--- config.mk ---
export PLATFORM = sky130hd
export DESIGN_NAME = cvxif_mac4b_ctrl_flat
export DESIGN_NICKNAME = d
export VERILOG_FILES = /design/src/rtl/cvxif_mac4b_ctrl_if.sv /design/src/rtl/cvxif_mac4b_ctrl.sv /design/src/flat_wrapper.sv
export SDC_FILE = /design/constraint.sdc
export NUM_CORES = 1
export LEC_CHECK = 0
export CAP_MARGIN = 20
export CORE_UTILIZATION = 35
export DETAILED_ROUTE_END_ITERATION = 16
export DONT_BUFFER_PORTS = 1
export GPL_TIMING_DRIVEN = 1
export PLACE_DENSITY_LB_ADDON = 0.15
export SYNTH_ARGS = -nofsm -noshare
export SYNTH_HDL_FRONTEND = slang
export SYNTH_SLANG_ARGS = --single-unit
--- constraint.sdc ---
create_clock -name clk_i -period 2.77 [get_ports clk_i]
set_input_delay 0.554 -clock clk_i [delete_from_list [all_inputs] [get_ports clk_i]]
set_output_delay 0.554 -clock clk_i [all_outputs]
set_load 0.02 [all_outputs]
--- src/rtl/cvxif_mac4b_ctrl_if.sv ---
// Bundle of the CV-X-IF issue/commit/result channels and the MAC4B datapath
// handshake seen by cvxif_mac4b_ctrl. The slave modport is the controller's view.
interface cvxif_mac4b_ctrl_if #(
    parameter int unsigned XLEN     = 32,
    parameter int unsigned ID_WIDTH = 4
);
    // Issue channel
    logic                  issue_valid_i;
    logic                  issue_ready_o;
    logic [31:0]           issue_instr_i;
    logic [ID_WIDTH-1:0]   issue_id_i;
    logic [3*XLEN-1:0]     issue_rs_i;
    logic [2:0]            issue_rs_valid_i;
    logic                  issue_accept_o;
    logic                  issue_writeback_o;
    // Commit channel
    logic                  commit_valid_i;
    logic [ID_WIDTH-1:0]   commit_id_i;
    logic                  commit_kill_i;
    // Datapath
    logic                  mac_start_o;
    logic [XLEN-1:0]       mac_rs1_o;
    logic [XLEN-1:0]       mac_rs2_o;
    logic [XLEN-1:0]       mac_rs3_o;
    logic                  mac_done_i;
    logic [XLEN-1:0]       mac_result_i;
    // Result channel
    logic                  result_valid_o;
    logic                  result_ready_i;
    logic [ID_WIDTH-1:0]   result_id_o;
    logic [4:0]            result_rd_o;
    logic [XLEN-1:0]       result_data_o;
    logic                  result_we_o;

    modport slave (
        input  issue_valid_i, issue_instr_i, issue_id_i, issue_rs_i, issue_rs_valid_i,
        output issue_ready_o, issue_accept_o, issue_writeback_o,
        input  commit_valid_i, commit_id_i, commit_kill_i,
        output mac_start_o, mac_rs1_o, mac_rs2_o, mac_rs3_o,
        input  mac_done_i, mac_result_i,
        output result_valid_o, result_id_o, result_rd_o, result_data_o, result_we_o,
        input  result_ready_i
    );

    modport master (
        output issue_valid_i, issue_instr_i, issue_id_i, issue_rs_i, issue_rs_valid_i,
        input  issue_ready_o, issue_accept_o, issue_writeback_o,
        output commit_valid_i, commit_id_i, commit_kill_i,
        input  mac_start_o, mac_rs1_o, mac_rs2_o, mac_rs3_o,
        output mac_done_i, mac_result_i,
        input  result_valid_o, result_id_o, result_rd_o, result_data_o, result_we_o,
        output result_ready_i
    );
endinterface

--- src/rtl/cvxif_mac4b_ctrl.sv ---
// Issue/commit/result controller for the MAC4B coprocessor. Accepted instructions are
// queued in order; the head entry is run on the datapath once committed, and its
// result is offered on the backpressured result channel. Killed entries are dropped.
module cvxif_mac4b_ctrl #(
    parameter int unsigned XLEN     = 32,
    parameter int unsigned ID_WIDTH = 4,
    parameter int unsigned DEPTH    = 4
) (
    input logic                clk_i,
    input logic                rst_ni,
    cvxif_mac4b_ctrl_if.slave  bus
);
    localparam int unsigned PtrW = $clog2(DEPTH);
    localparam int unsigned CntW = PtrW + 1;

    typedef enum logic [1:0] {StIdle, StWait, StResp} state_e;

    logic [ID_WIDTH-1:0] id_q  [DEPTH];
    logic [4:0]          rd_q  [DEPTH];
    logic [XLEN-1:0]     rs1_q [DEPTH];
    logic [XLEN-1:0]     rs2_q [DEPTH];
    logic [XLEN-1:0]     rs3_q [DEPTH];
    logic [DEPTH-1:0]    valid_q, committed_q, killed_q;
    logic [PtrW-1:0]     head_q, tail_q;
    logic [CntW-1:0]     count_q;

    state_e              state_q, state_d;
    logic [XLEN-1:0]     data_q, data_d;

    logic match, push, pop, start, push_hit;
    logic head_valid, head_committed, head_killed;

    assign match    = (bus.issue_instr_i & 32'h0600707F) == 32'h06000033;
    assign push     = bus.issue_valid_i && bus.issue_ready_o && match;
    assign push_hit = bus.commit_valid_i && (bus.commit_id_i == bus.issue_id_i);

    // Non-MAC instructions always complete the handshake (with accept=0).
    assign bus.issue_ready_o     = !match || ((count_q < CntW'(DEPTH)) && (&bus.issue_rs_valid_i));
    assign bus.issue_accept_o    = match;
    assign bus.issue_writeback_o = match;

    assign head_valid     = valid_q[head_q];
    assign head_committed = committed_q[head_q];
    assign head_killed    = killed_q[head_q];

    // Queue storage, commit/kill marking and pointer/count bookkeeping.
    always_ff @(posedge clk_i or negedge rst_ni) begin
        if (!rst_ni) begin
            for (int unsigned i = 0; i < DEPTH; i++) begin
                id_q[i]  <= '0;
                rd_q[i]  <= '0;
                rs1_q[i] <= '0;
                rs2_q[i] <= '0;
                rs3_q[i] <= '0;
            end
            valid_q     <= '0;
            committed_q <= '0;
            killed_q    <= '0;
            head_q      <= '0;
            tail_q      <= '0;
            count_q     <= '0;
        end else begin
            if (bus.commit_valid_i) begin
                for (int unsigned i = 0; i < DEPTH; i++) begin
                    if (valid_q[i] && (id_q[i] == bus.commit_id_i)) begin
                        if (!bus.commit_kill_i) begin
                            committed_q[i] <= 1'b1;
                        end else if (!committed_q[i]) begin
                            killed_q[i] <= 1'b1;
                        end
                    end
                end
            end
            if (push) begin
                valid_q[tail_q]     <= 1'b1;
                id_q[tail_q]        <= bus.issue_id_i;
                rd_q[tail_q]        <= bus.issue_instr_i[11:7];
                rs1_q[tail_q]       <= bus.issue_rs_i[XLEN-1:0];
                rs2_q[tail_q]       <= bus.issue_rs_i[2*XLEN-1:XLEN];
                rs3_q[tail_q]       <= bus.issue_rs_i[3*XLEN-1:2*XLEN];
                // A commit naming the entry being pushed applies to it as well.
                committed_q[tail_q] <= push_hit && !bus.commit_kill_i;
                killed_q[tail_q]    <= push_hit && bus.commit_kill_i;
                tail_q              <= tail_q + 1'b1;
            end
            if (pop) begin
                valid_q[head_q] <= 1'b0;
                head_q          <= head_q + 1'b1;
            end
            case ({push, pop})
                2'b10:   count_q <= count_q + 1'b1;
                2'b01:   count_q <= count_q - 1'b1;
                default: count_q <= count_q;
            endcase
        end
    end

    // Sequencer state and captured datapath result.
    always_ff @(posedge clk_i or negedge rst_ni) begin
        if (!rst_ni) begin
            state_q <= StIdle;
            data_q  <= '0;
        end else begin
            state_q <= state_d;
            data_q  <= data_d;
        end
    end

    // Sequencer next state: run the head entry, drop it if killed, hold result until taken.
    always_comb begin
        state_d = state_q;
        data_d  = data_q;
        pop     = 1'b0;
        start   = 1'b0;
        unique case (state_q)
            StIdle: begin
                if (head_valid) begin
                    if (head_killed) begin
                        pop = 1'b1;
                    end else if (head_committed) begin
                        start   = 1'b1;
                        state_d = StWait;
                    end
                end
            end
            StWait: begin
                if (bus.mac_done_i) begin
                    if (head_killed) begin
                        pop     = 1'b1;
                        state_d = StIdle;
                    end else begin
                        data_d  = bus.mac_result_i;
                        state_d = StResp;
                    end
                end
            end
            StResp: begin
                if (bus.result_ready_i) begin
                    pop     = 1'b1;
                    state_d = StIdle;
                end
            end
            default: state_d = StIdle;
        endcase
    end

    assign bus.mac_start_o    = start;
    assign bus.mac_rs1_o      = rs1_q[head_q];
    assign bus.mac_rs2_o      = rs2_q[head_q];
    assign bus.mac_rs3_o      = rs3_q[head_q];
    assign bus.result_valid_o = (state_q == StResp);
    assign bus.result_we_o    = (state_q == StResp);
    assign bus.result_id_o    = id_q[head_q];
    assign bus.result_rd_o    = rd_q[head_q];
    assign bus.result_data_o  = data_q;
endmodule

--- src/flat_wrapper.sv ---
// flat-port wrapper written by rule: the top's interface ports become plain ports
module cvxif_mac4b_ctrl_flat 
#(
    parameter int unsigned XLEN     = 32,
    parameter int unsigned ID_WIDTH = 4,
    parameter int unsigned DEPTH    = 4
)
  (clk_i, rst_ni, bus_issue_valid_i, bus_issue_instr_i, bus_issue_id_i, bus_issue_rs_i, bus_issue_rs_valid_i, bus_issue_ready_o, bus_issue_accept_o, bus_issue_writeback_o, bus_commit_valid_i, bus_commit_id_i, bus_commit_kill_i, bus_mac_start_o, bus_mac_rs1_o, bus_mac_rs2_o, bus_mac_rs3_o, bus_mac_done_i, bus_mac_result_i, bus_result_valid_o, bus_result_id_o, bus_result_rd_o, bus_result_data_o, bus_result_we_o, bus_result_ready_i);
  cvxif_mac4b_ctrl_if #(.XLEN(XLEN), .ID_WIDTH(ID_WIDTH)) bus_i ();
  input logic clk_i;
  input logic rst_ni;
  input wire logic [$bits(bus_i.issue_valid_i)-1:0] bus_issue_valid_i;
  input wire logic [$bits(bus_i.issue_instr_i)-1:0] bus_issue_instr_i;
  input wire logic [$bits(bus_i.issue_id_i)-1:0] bus_issue_id_i;
  input wire logic [$bits(bus_i.issue_rs_i)-1:0] bus_issue_rs_i;
  input wire logic [$bits(bus_i.issue_rs_valid_i)-1:0] bus_issue_rs_valid_i;
  output wire logic [$bits(bus_i.issue_ready_o)-1:0] bus_issue_ready_o;
  output wire logic [$bits(bus_i.issue_accept_o)-1:0] bus_issue_accept_o;
  output wire logic [$bits(bus_i.issue_writeback_o)-1:0] bus_issue_writeback_o;
  input wire logic [$bits(bus_i.commit_valid_i)-1:0] bus_commit_valid_i;
  input wire logic [$bits(bus_i.commit_id_i)-1:0] bus_commit_id_i;
  input wire logic [$bits(bus_i.commit_kill_i)-1:0] bus_commit_kill_i;
  output wire logic [$bits(bus_i.mac_start_o)-1:0] bus_mac_start_o;
  output wire logic [$bits(bus_i.mac_rs1_o)-1:0] bus_mac_rs1_o;
  output wire logic [$bits(bus_i.mac_rs2_o)-1:0] bus_mac_rs2_o;
  output wire logic [$bits(bus_i.mac_rs3_o)-1:0] bus_mac_rs3_o;
  input wire logic [$bits(bus_i.mac_done_i)-1:0] bus_mac_done_i;
  input wire logic [$bits(bus_i.mac_result_i)-1:0] bus_mac_result_i;
  output wire logic [$bits(bus_i.result_valid_o)-1:0] bus_result_valid_o;
  output wire logic [$bits(bus_i.result_id_o)-1:0] bus_result_id_o;
  output wire logic [$bits(bus_i.result_rd_o)-1:0] bus_result_rd_o;
  output wire logic [$bits(bus_i.result_data_o)-1:0] bus_result_data_o;
  output wire logic [$bits(bus_i.result_we_o)-1:0] bus_result_we_o;
  input wire logic [$bits(bus_i.result_ready_i)-1:0] bus_result_ready_i;
  assign bus_i.issue_valid_i = bus_issue_valid_i;
  assign bus_i.issue_instr_i = bus_issue_instr_i;
  assign bus_i.issue_id_i = bus_issue_id_i;
  assign bus_i.issue_rs_i = bus_issue_rs_i;
  assign bus_i.issue_rs_valid_i = bus_issue_rs_valid_i;
  assign bus_issue_ready_o = bus_i.issue_ready_o;
  assign bus_issue_accept_o = bus_i.issue_accept_o;
  assign bus_issue_writeback_o = bus_i.issue_writeback_o;
  assign bus_i.commit_valid_i = bus_commit_valid_i;
  assign bus_i.commit_id_i = bus_commit_id_i;
  assign bus_i.commit_kill_i = bus_commit_kill_i;
  assign bus_mac_start_o = bus_i.mac_start_o;
  assign bus_mac_rs1_o = bus_i.mac_rs1_o;
  assign bus_mac_rs2_o = bus_i.mac_rs2_o;
  assign bus_mac_rs3_o = bus_i.mac_rs3_o;
  assign bus_i.mac_done_i = bus_mac_done_i;
  assign bus_i.mac_result_i = bus_mac_result_i;
  assign bus_result_valid_o = bus_i.result_valid_o;
  assign bus_result_id_o = bus_i.result_id_o;
  assign bus_result_rd_o = bus_i.result_rd_o;
  assign bus_result_data_o = bus_i.result_data_o;
  assign bus_result_we_o = bus_i.result_we_o;
  assign bus_i.result_ready_i = bus_result_ready_i;
  cvxif_mac4b_ctrl #(.XLEN(XLEN), .ID_WIDTH(ID_WIDTH), .DEPTH(DEPTH)) u_core (.clk_i(clk_i), .rst_ni(rst_ni), .bus(bus_i));
endmodule
# Word level (Yosys, flattened, before mapping)

Index checks and enable logic that the tools add are counted.

Register bits after elaboration: 473
Input port bits: 178
Output and inout bits: 143
Word-level logic and storage cells: 163

Add/subtract/negate cells: 4
Order comparisons: 8
Eq/ne operators: 15
Muxes and demuxes: 81
Bitwise gates (word level): 6
Reduce and logical (&&, ||, !) cells: 21

Operators by type and width:

| operator                                                    | number |
|---|---|
| bitwise mux 128 bit                                         | 3 |
| two-way mux 32 bit                                          | 7 |
| binary-select mux 32 bit (select 2 bit)                     | 3 |
| demux 32 bit (select 2 bit)                                 | 1 |
| two-way mux 4 bit                                           | 9 |
| two-way mux 1 bit                                           | 33 |
| bitwise mux 20 bit                                          | 1 |
| equality test 4 bit                                         | 5 |
| bitwise mux 16 bit                                          | 1 |
| two-way mux 5 bit                                           | 3 |
| logical AND 1 bit                                           | 13 |
| equality test 12 bit (second input constant)                | 1 |
| two-way mux 2 bit                                           | 6 |
| binary-select mux 5 bit (select 2 bit)                      | 1 |
| demux 5 bit (select 2 bit)                                  | 1 |
| binary-select mux 4 bit (select 2 bit)                      | 1 |
| bitwise mux 4 bit                                           | 2 |
| demux 4 bit (select 2 bit)                                  | 1 |
| binary-select mux 1 bit (select 2 bit)                      | 3 |
| >= comparator 3 bit (second input constant)                 | 2 |
| less-than comparator 2 x 3 -> 1 bit (second input constant) | 2 |
| inequality test 2 x 1 -> 1 bit (second input constant)      | 3 |
| inverter 2 -> 3 bit                                         | 2 |
| case mux 2 bit (3 select lines)                             | 1 |
| other kinds (22)                                            | 30 |

# Depth between registers and ports, before layout

Gate-level depths: netlist of the first run.

Depth after elaboration: 8
Depth in mapped cells: 10
Depth with buffers taken out: 10

# Least setup slack after synthesis of the first run

Ideal clock, no wire load.

Path kind: register to register
From: reg u_core.head_q[0]
To: reg u_core.count_q[2]
Arrival: 2.623 ns
Data required time: 2.691 ns
Slack: 0.068 ns
Cell stages (with the launch flop): 11
Buffers on the path: 1
Clock period less this slack: 2.702 ns
Path through: dfrtp_1 -> buf_2 -> mux4_2 -> nand2_1 -> o311ai_1 -> ha_1 -> inv_1 -> fa_1 -> xor2_1 -> nor2_1 -> xor2_1

Cells in the longest elaborated chain, start to end: 7
Elaborated cells between the ends (all ways): 12
Classes of those cells: eq/ne (2); mux (9); reduce/logical (1)

RTL lines:

| what                                                                  | line                                             | source |
|---|---|---|
| start, declared                                                       | cvxif_mac4b_ctrl.sv:24                           | `logic [PtrW-1:0] head_q, tail_q;` |
| start signal, assigned                                                | cvxif_mac4b_ctrl.sv:88                           | `head_q <= head_q + 1'b1;` |
| binary-select mux 1 bit (select 2 bit)                                | cvxif_mac4b_ctrl.sv:44                           | `assign head_killed = killed_q[head_q];` |
| two-way mux 1 bit (not written as such)                               | cvxif_mac4b_ctrl.sv:44                           |  |
| two-way mux 1 bit                                                     | cvxif_mac4b_ctrl.sv:118, cvxif_mac4b_ctrl.sv:128 |  |
| two-way mux 1 bit, on equally long branches                           | cvxif_mac4b_ctrl.sv:127, cvxif_mac4b_ctrl.sv:117 |  |
| case mux 1 bit (3 select lines) *                                     | cvxif_mac4b_ctrl.sv:115                          | `unique case (state_q)` |
| equality test 2 x 1 -> 1 bit or equality test 2 bit (tied branches)   | cvxif_mac4b_ctrl.sv:90                           | `case ({push, pop})` |
| case mux 3 bit (2 select lines) or nonzero test 2 bit (tied branches) | -                                                |  |
| end signal, assigned                                                  | cvxif_mac4b_ctrl.sv:91                           | `2'b10: count_q <= count_q + 1'b1;` |
| end signal, assigned                                                  | cvxif_mac4b_ctrl.sv:92                           | `2'b01: count_q <= count_q - 1'b1;` |
| end signal, assigned                                                  | cvxif_mac4b_ctrl.sv:93                           | `default: count_q <= count_q;` |
| end, declared                                                         | cvxif_mac4b_ctrl.sv:25                           | `logic [CntW-1:0] count_q;` |

Every way passes the cells marked *; elsewhere a longest branch is shown, timed or not. The select of a mux whose other input is x is not followed.
A chain may end at the register's enable or synchronous reset.

# Final worst setup path of the first run

From: reg u_core.head_q[0]
To: out bus_mac_start_o

Cells in the longest elaborated chain, start to end: 6
Elaborated cells between the ends (all ways): 10
Classes of those cells: mux (10)

RTL lines:

| what                                    | line                    | source |
|---|---|---|
| binary-select mux 1 bit (select 2 bit)  | cvxif_mac4b_ctrl.sv:43  | `assign head_committed = committed_q[head_q];` |
| two-way mux 1 bit (not written as such) | cvxif_mac4b_ctrl.sv:43  |  |
| two-way mux 1 bit                       | cvxif_mac4b_ctrl.sv:120 | `end else if (head_committed) begin` |
| two-way mux 1 bit                       | cvxif_mac4b_ctrl.sv:118 | `if (head_killed) begin` |
| two-way mux 1 bit *                     | cvxif_mac4b_ctrl.sv:117 | `if (head_valid) begin` |
| two-way mux 1 bit *                     | cvxif_mac4b_ctrl.sv:115 |  |
| end, declared                           | flat_wrapper.sv:23      | `output wire logic [$bits(bus_i.mac_start_o)-1:0] bus_mac_start_o;` |

Marked as above.

==> out/results.ini, run 1 <==
[synth]
netlist_instances=1242
seq_area_frac_synth_pct=56.9
synth_ff_type=dfrtp_1
syn_area_per_cell_sq_um=16.8
synthArstFlopShare_pct=100
synth_edf_count=0
ys_types=45
syn-cell-area_sq_mm=0.0208
ys_ff_latch=473
yosys_warnings=0
syn_nets=1430

[die]
core_area_sq_mm=0.0589
row_count=89
die_y_um=246
start_util_pct=35.3
io_pins=321
die_width_um=246
dieArea_sq_mm=0.0604

[drt]
drtPass1Iterations=12
drt-wirelength-per-cell_um=22.8
ant_nets=0
routed_wl_um=47500
via_per_inst=5.21
vias=10800
drc=2
drtIter0Drc=457

[worst_setup_path]
rrSetupSlack_ps=110
cp-start-kind=register
regToRegEndpoint=u_core.count_q[2]$_DFFE_PN0P_
path_max_fanout=5
critical_path_class=register to output pin
r2r-start=u_core.head_q[0]$_DFFE_PN0N_
critical-path-slowest-cell=dfrtp_4
cp_cell_sequence=buf_4, mux4_2, buf_6, and4b_2
reg2regPathDepth=11
worstPathArrival_ps=2240
crit_required_ps=2220
cp-end-kind=output pin
slowest_delay_ps=530

[power_and_ir_drop]
combPwrFrac_pct=0.3
p_per_area_mw_per_mm2=589
power.leakage_nw=11.5
switching_share_pct=20.4
vdd_drop_max_mv=0.419
p_seq_share_pct=49.4
power_switching_mw=2.86
p_int_mw=11.1
clockPowerShare_pct=50.3

[sta]
worstMarginPinSlew_ps=1070
fmax_ghz=0.358
finalSetupViolations=2
whs_ps=-327
max-slew-margin-rel_pct=28.5
hold_viol_final=473
rsz0062_at_grt=true
period_needed_ps=2800
worst_slack_ps=-26.5
skew_ps=13.8
drv_slew=0
finalCritPeriodShare_pct=101

[run_status]
violations=DRC, hold timing, setup timing
status=finished with violations

[place]
placed_cells=1977
io_buffers=0
routabilityCongestion=0.708
place_hpwl_um=28900
dpl_worst_slack_ps=143

[layout]
stdcell_count=2080
fill_cells=5366
drive_gt1_share_pct=48.8
final_nets=1450
syn_to_final_growth_pct=14.2
n_antenna_cell=0

[grt]
grt_max_degree=474
grt_pass1_wl_um=73800
overflow=0
grt.total_usage_pct=15.9
grt_pass1_vias=11900
antenna_found_initial=0

[clock_network]
path_clk_slew_ps=60
tritoncts=done
clk_latency_ps=580
root_buffer=clkbuf_16
clockBufferDepth=3
cts_inserted_buffers=54
cts.sinks=473
cts_max_level=2

[job]
maxCapViolCount=0

[min_path]
hold_class=input pin to async pin

## layout by cell type (no fill, tap or decap), types with 2 or more instances in the layout
| cell | instances |
|---|---|
| a222oi_1 | 3 |
| a2bb2oi_1 | 4 |
| a41oi_1 | 8 |
| buf_12 | 19 |
| buf_4 | 22 |
| clkbuf_1 | 13 |
| clkbuf_16 | 57 |
| clkbuf_8 | 17 |
| clkinv_2 | 9 |
| clkinvlp_4 | 4 |
| dfrtp_1 | 471 |
| dfrtp_4 | 2 |
| ha_1 | 8 |
| inv_1 | 19 |
| mux2_1 | 68 |
| mux2_2 | 386 |
| mux2i_1 | 11 |
| mux4_2 | 108 |
| nand2_1 | 5 |
| nand2b_1 | 6 |
| nand3b_1 | 2 |
| nand4b_1 | 2 |
| nor2_1 | 8 |
| nor2b_1 | 2 |
| nor3_1 | 3 |
| nor3_4 | 4 |
| o2111a_1 | 3 |
| o21ai_0 | 3 |
| xnor2_1 | 6 |
| xor2_1 | 9 |
## how the worst max path moves through the flow
stage / start / to / slack, ps / depth (start not counted)
floorplan: u_core.head_q[0]$_DFFE_PN0N_ / u_core.count_q[2]$_DFFE_PN0P_ / 70 / 10
global placement: u_core.head_q[0]$_DFFE_PN0N_ / u_core.count_q[2]$_DFFE_PN0P_ / 140 / 9
detailed placement: bus_issue_instr_i[13] / u_core.rs3_q[37]$_DFFE_PN0P_ / 140 / 6
CTS: u_core.head_q[0]$_DFFE_PN0N_ / bus_mac_rs3_o[22] / -110 / 2
global route: u_core.head_q[0]$_DFFE_PN0N_ / bus_mac_rs3_o[4] / -120 / 2
finish: u_core.head_q[0]$_DFFE_PN0N_ / bus_mac_start_o / -30 / 4
## per-stage QoR
step | instance area [sq um] | setup TNS (ps) | power [mW] | util [%]
after detailed placement | 21900 | 0 | 7.08 | 37.2
after global routing | 23800 | -7270 | 14.5 | 40.3
after floorplan | 20800 | 0 | 7.07 | -
after global placement | 21900 | 0 | 7.08 | 37.2
final | 23800 | -27.0 | 14.0 | 40.3
after CTS | 23700 | -6590 | 14.3 | 40.3
## power groups by stage
| stage | sequential, mW | clock [mW] | combinational (mW) |
|---|---|---|---|
| after floorplan | 7.04 | 0 | 0.0337 |
| after global placement | 7.04 | 0 | 0.0377 |
| after detailed placement | 7.04 | 0 | 0.0377 |
| after CTS | 6.91 | 7.33 | 0.0381 |
| after global routing | 6.91 | 7.60 | 0.0415 |
| final | 6.91 | 7.05 | 0.0379 |
## logic make-up (layout without fill, tap and decap cells)
logic type	count (synthesis)	count (layout)	synth area share, %
mux	573	573	36.8
flops	473	473	56.9
buf+inv	98	163	2.43
simple gates	45	45	1.49
compound gates	28	28	1.15
xor+xnor	15	15	0.631
fa+ha+maj	10	10	0.637
## synthesized netlist by cell type (4+ instances only)
library cell,instances,area share [%]
a2bb2oi_1,4,0.17
a41oi_1,8,0.34
buf_1,5,0.090
buf_2,45,1.1
buf_4,6,0.22
buf_6,8,0.43
clkbuf_1,15,0.27
dfrtp_1,473,57
ha_1,9,0.54
inv_1,19,0.34
mux2_1,68,3.7
mux2_2,386,21
mux2i_1,11,0.53
mux4_2,108,12
nand2_1,6,0.11
nand2b_1,6,0.18
nor2_1,9,0.16
nor3_4,4,0.31
xnor2_1,6,0.25
xor2_1,9,0.38
## per-layer routing
layer	wire length, um	GRT usage (%)	vias up
met1	20100	20.3	5828
met4	1110	4.88	0
met2	23100	25.9	247
met3	3260	4.90	70
li1	-	-	4687
met5	0	0	-
## flip-flops by register name, summed over array words and instances, names as in the netlist
register                  cells
u_core.committed_q            4
u_core.tail_q                 2
u_core.rs2_q                128
u_core.rs1_q                128
u_core.bus.result_data_o     32
u_core.id_q                  16
u_core.killed_q               4
u_core.valid_q                4
u_core.state_q                2
u_core.rd_q                  20
u_core.rs3_q                128
u_core.head_q                 2
u_core.count_q                3
## cell type report
cell class,count,area (sq um),area share (%)
Timing Repair Buffer,43,584,2.46
Clock inverter,14,86.3,0.363
Multi-Input combinational cell,671,8500,35.8
Tap cell,773,967,4.07
Clock buffer,87,1710,7.19
Inverter,19,71.3,0.300
Sequential cell,473,11800,49.8
## repair_timing
item | 4_1_cts | 5_1_grt
endpoints found under the setup margin | 106 | 104
gates resized for setup | 6 | 4
endpoints found under the hold margin | 473 | 473
buffers inserted | 0 | 2
## critical path, delay by kind of cell, from the launching register on
family	cells	cell delay [ps]
AND/OR/NAND/NOR	1	380
flip-flops	1	530
buffers and inverters	2	300
multiplexers	1	450
Note: power is estimated with default switching activity, not from simulation.
==> inputs of run 2 (changes only) <==
==> constraint.sdc (replaced) <==
create_clock -name clk_i -period 2.8 [get_ports clk_i]
set_input_delay 0.56 -clock clk_i [delete_from_list [all_inputs] [get_ports clk_i]]
set_output_delay 0.56 -clock clk_i [all_outputs]
set_load 0.02 [all_outputs]
==> run 2 against run 1 <==
Compared with the run above: setup slack improved by 69 ps; global-route usage grew 0.13 points; via count increased by 1.1%; utilization is 0.18 points higher; the flow finishes with violations (DRC, hold timing, slew limit); die area stayed put; final cell count about the same; clock-buffer cell count down 1; sequential cell count unchanged; first-iteration DRC count decreased by 24%.
==> out/results.ini, run 2 (synthesis gave the netlist of run 1 again) <==
[drt]
via_per_inst=5.26
drtPass1Iterations=11
ant_nets=0
vias=11000
drc=2
drt-wirelength-per-cell_um=23.4
routed_wl_um=48600
drtIter0Drc=346

[layout]
stdcell_count=2082
finish.utilization_pct=40.5
layout_common_cells=dfrtp_1, mux2_2, mux4_2, mux2_1, clkbuf_16
reg_top3=u_core.rs1_q: 128 flops, u_core.rs2_q: 128 flops, u_core.rs3_q: 128 flops
layout_commonest_cell=dfrtp_1
final_nets=1456
n_antenna_cell=0
syn_to_final_growth_pct=14.7
drive_gt1_share_pct=48.4

[grt]
overflow=0
grt.total_usage_pct=16.1
antenna_found_initial=0
grt_pass1_vias=12000
grt_pass1_wl_um=74700
grt_max_degree=474

[job]
maxCapViolCount=0

[place]
placed_cells=1975
io_buffers=0
routabilityCongestion=0.698
dpl_worst_slack_ps=98.1
place_hpwl_um=29300

[min_path]
hold_class=input pin to async pin

[clock_network]
tritoncts=done
clockBufferDepth=3
cts_inserted_buffers=54
cts.sinks=473
clk_latency_ps=590
cts_max_level=2
path_clk_slew_ps=50
root_buffer=clkbuf_16

[sta]
whs_ps=-322
period_needed_ps=2760
finalSetupViolations=0
max-slew-margin-rel_pct=-43.0
rsz0062_at_grt=true
skew_ps=13.1
worst_slack_ps=42.9
drv_slew=213
totalNegativeSetupSlack_ps=0
finalCritPeriodShare_pct=98.5
fmax_ghz=0.363
hold_viol_final=256
worstMarginPinSlew_ps=2150

[power_and_ir_drop]
p_per_area_mw_per_mm2=580
switching_share_pct=20.3
p_seq_share_pct=49.4
combPwrFrac_pct=0.3
power.leakage_nw=11.5
p_int_mw=11.0
power_switching_mw=2.82
clockPowerShare_pct=50.3
total_power_mw=13.9
vdd_drop_max_mv=0.362

[die]
start_util_pct=35.3
row_count=89
dieArea_sq_mm=0.0604
core_area_sq_mm=0.0589
io_pins=321
die_y_um=246
die_width_um=246

[worst_setup_path]
path_max_fanout=8
critical_path_class=register to output pin
reg2regPathDepth=9
cp-start-kind=register
worstPathArrival_ps=2200
crit_required_ps=2240
cp-end-kind=output pin

[run_status]
status=finished with violations
violations=DRC, hold timing, slew limit

run 2: metal layers:
layer / track usage, % / share of wire (%) / vias to the layer above
met5: 0 / 0 / -
met1: 20.5 / 43 / 5962
met4: 4.02 / 1.9 / 0
li1: - / - / 4694
met2: 26.4 / 49 / 228
met3: 5.04 / 6.8 / 70
run 2: final cells by class:
cell class | count | area (sq um)
fillers | 5385 | 35000
flip-flops and latches | 473 | 11800
multi-input cells | 671 | 8490
clock buffers | 86 | 1650
well taps | 773 | 967
repair buffers | 49 | 737
clock inverters | 11 | 109
inverters | 19 | 71.3
run 2: timing repair:
item                                   CTS  global route
gates cloned                             1             3
endpoints found under the hold margin  473           473
pin swaps                                1             0
setup buffers                            0             6
setup endpoints to repair              100            77
resized for setup                        4             8
run 2: final timing paths:
path / slack (ps) / from / end
setup / recovery: 40 / u_core.head_q[0]$_DFFE_PN0N_ / bus_mac_start_o
hold / removal: -320 / rst_ni / u_core.rs1_q[85]$_DFFE_PN0P_
setup reg to reg: 140 / u_core.head_q[0]$_DFFE_PN0N_ / u_core.count_q[2]$_DFFE_PN0P_
hold reg to reg: 480 / u_core.count_q[0]$_DFFE_PN0P_ / u_core.count_q[0]$_DFFE_PN0P_
max in group asynchronous: 1420 / rst_ni / u_core.rs2_q[3]$_DFFE_PN0P_
min in group clk_i: 100 / bus_issue_rs_i[15] / u_core.rs1_q[15]$_DFFE_PN0P_
run 2: stage by stage:
stage	hold slack [ps]	cell area [sq um]
after floorplan	264	20800
after global placement	276	21900
after detailed placement	274	21900
after CTS	-382	23700
after global routing	-363	23900
final	-322	23900
run 2: critical path: stages (launching register included):
cell     delay, ps
dfrtp_4        590
mux4_2         610
and4b_2        420
run 2: power by group through the flow:
stage	clock [mW]	combinational, mW	sequential [mW]
2_1_floorplan	0	0.0333	6.96
3_3_place_gp	0	0.0377	6.96
3_5_place_dp	0	0.0374	6.96
4_1_cts	7.25	0.0378	6.84
5_1_grt	7.50	0.0408	6.83
6_report	6.97	0.0381	6.84
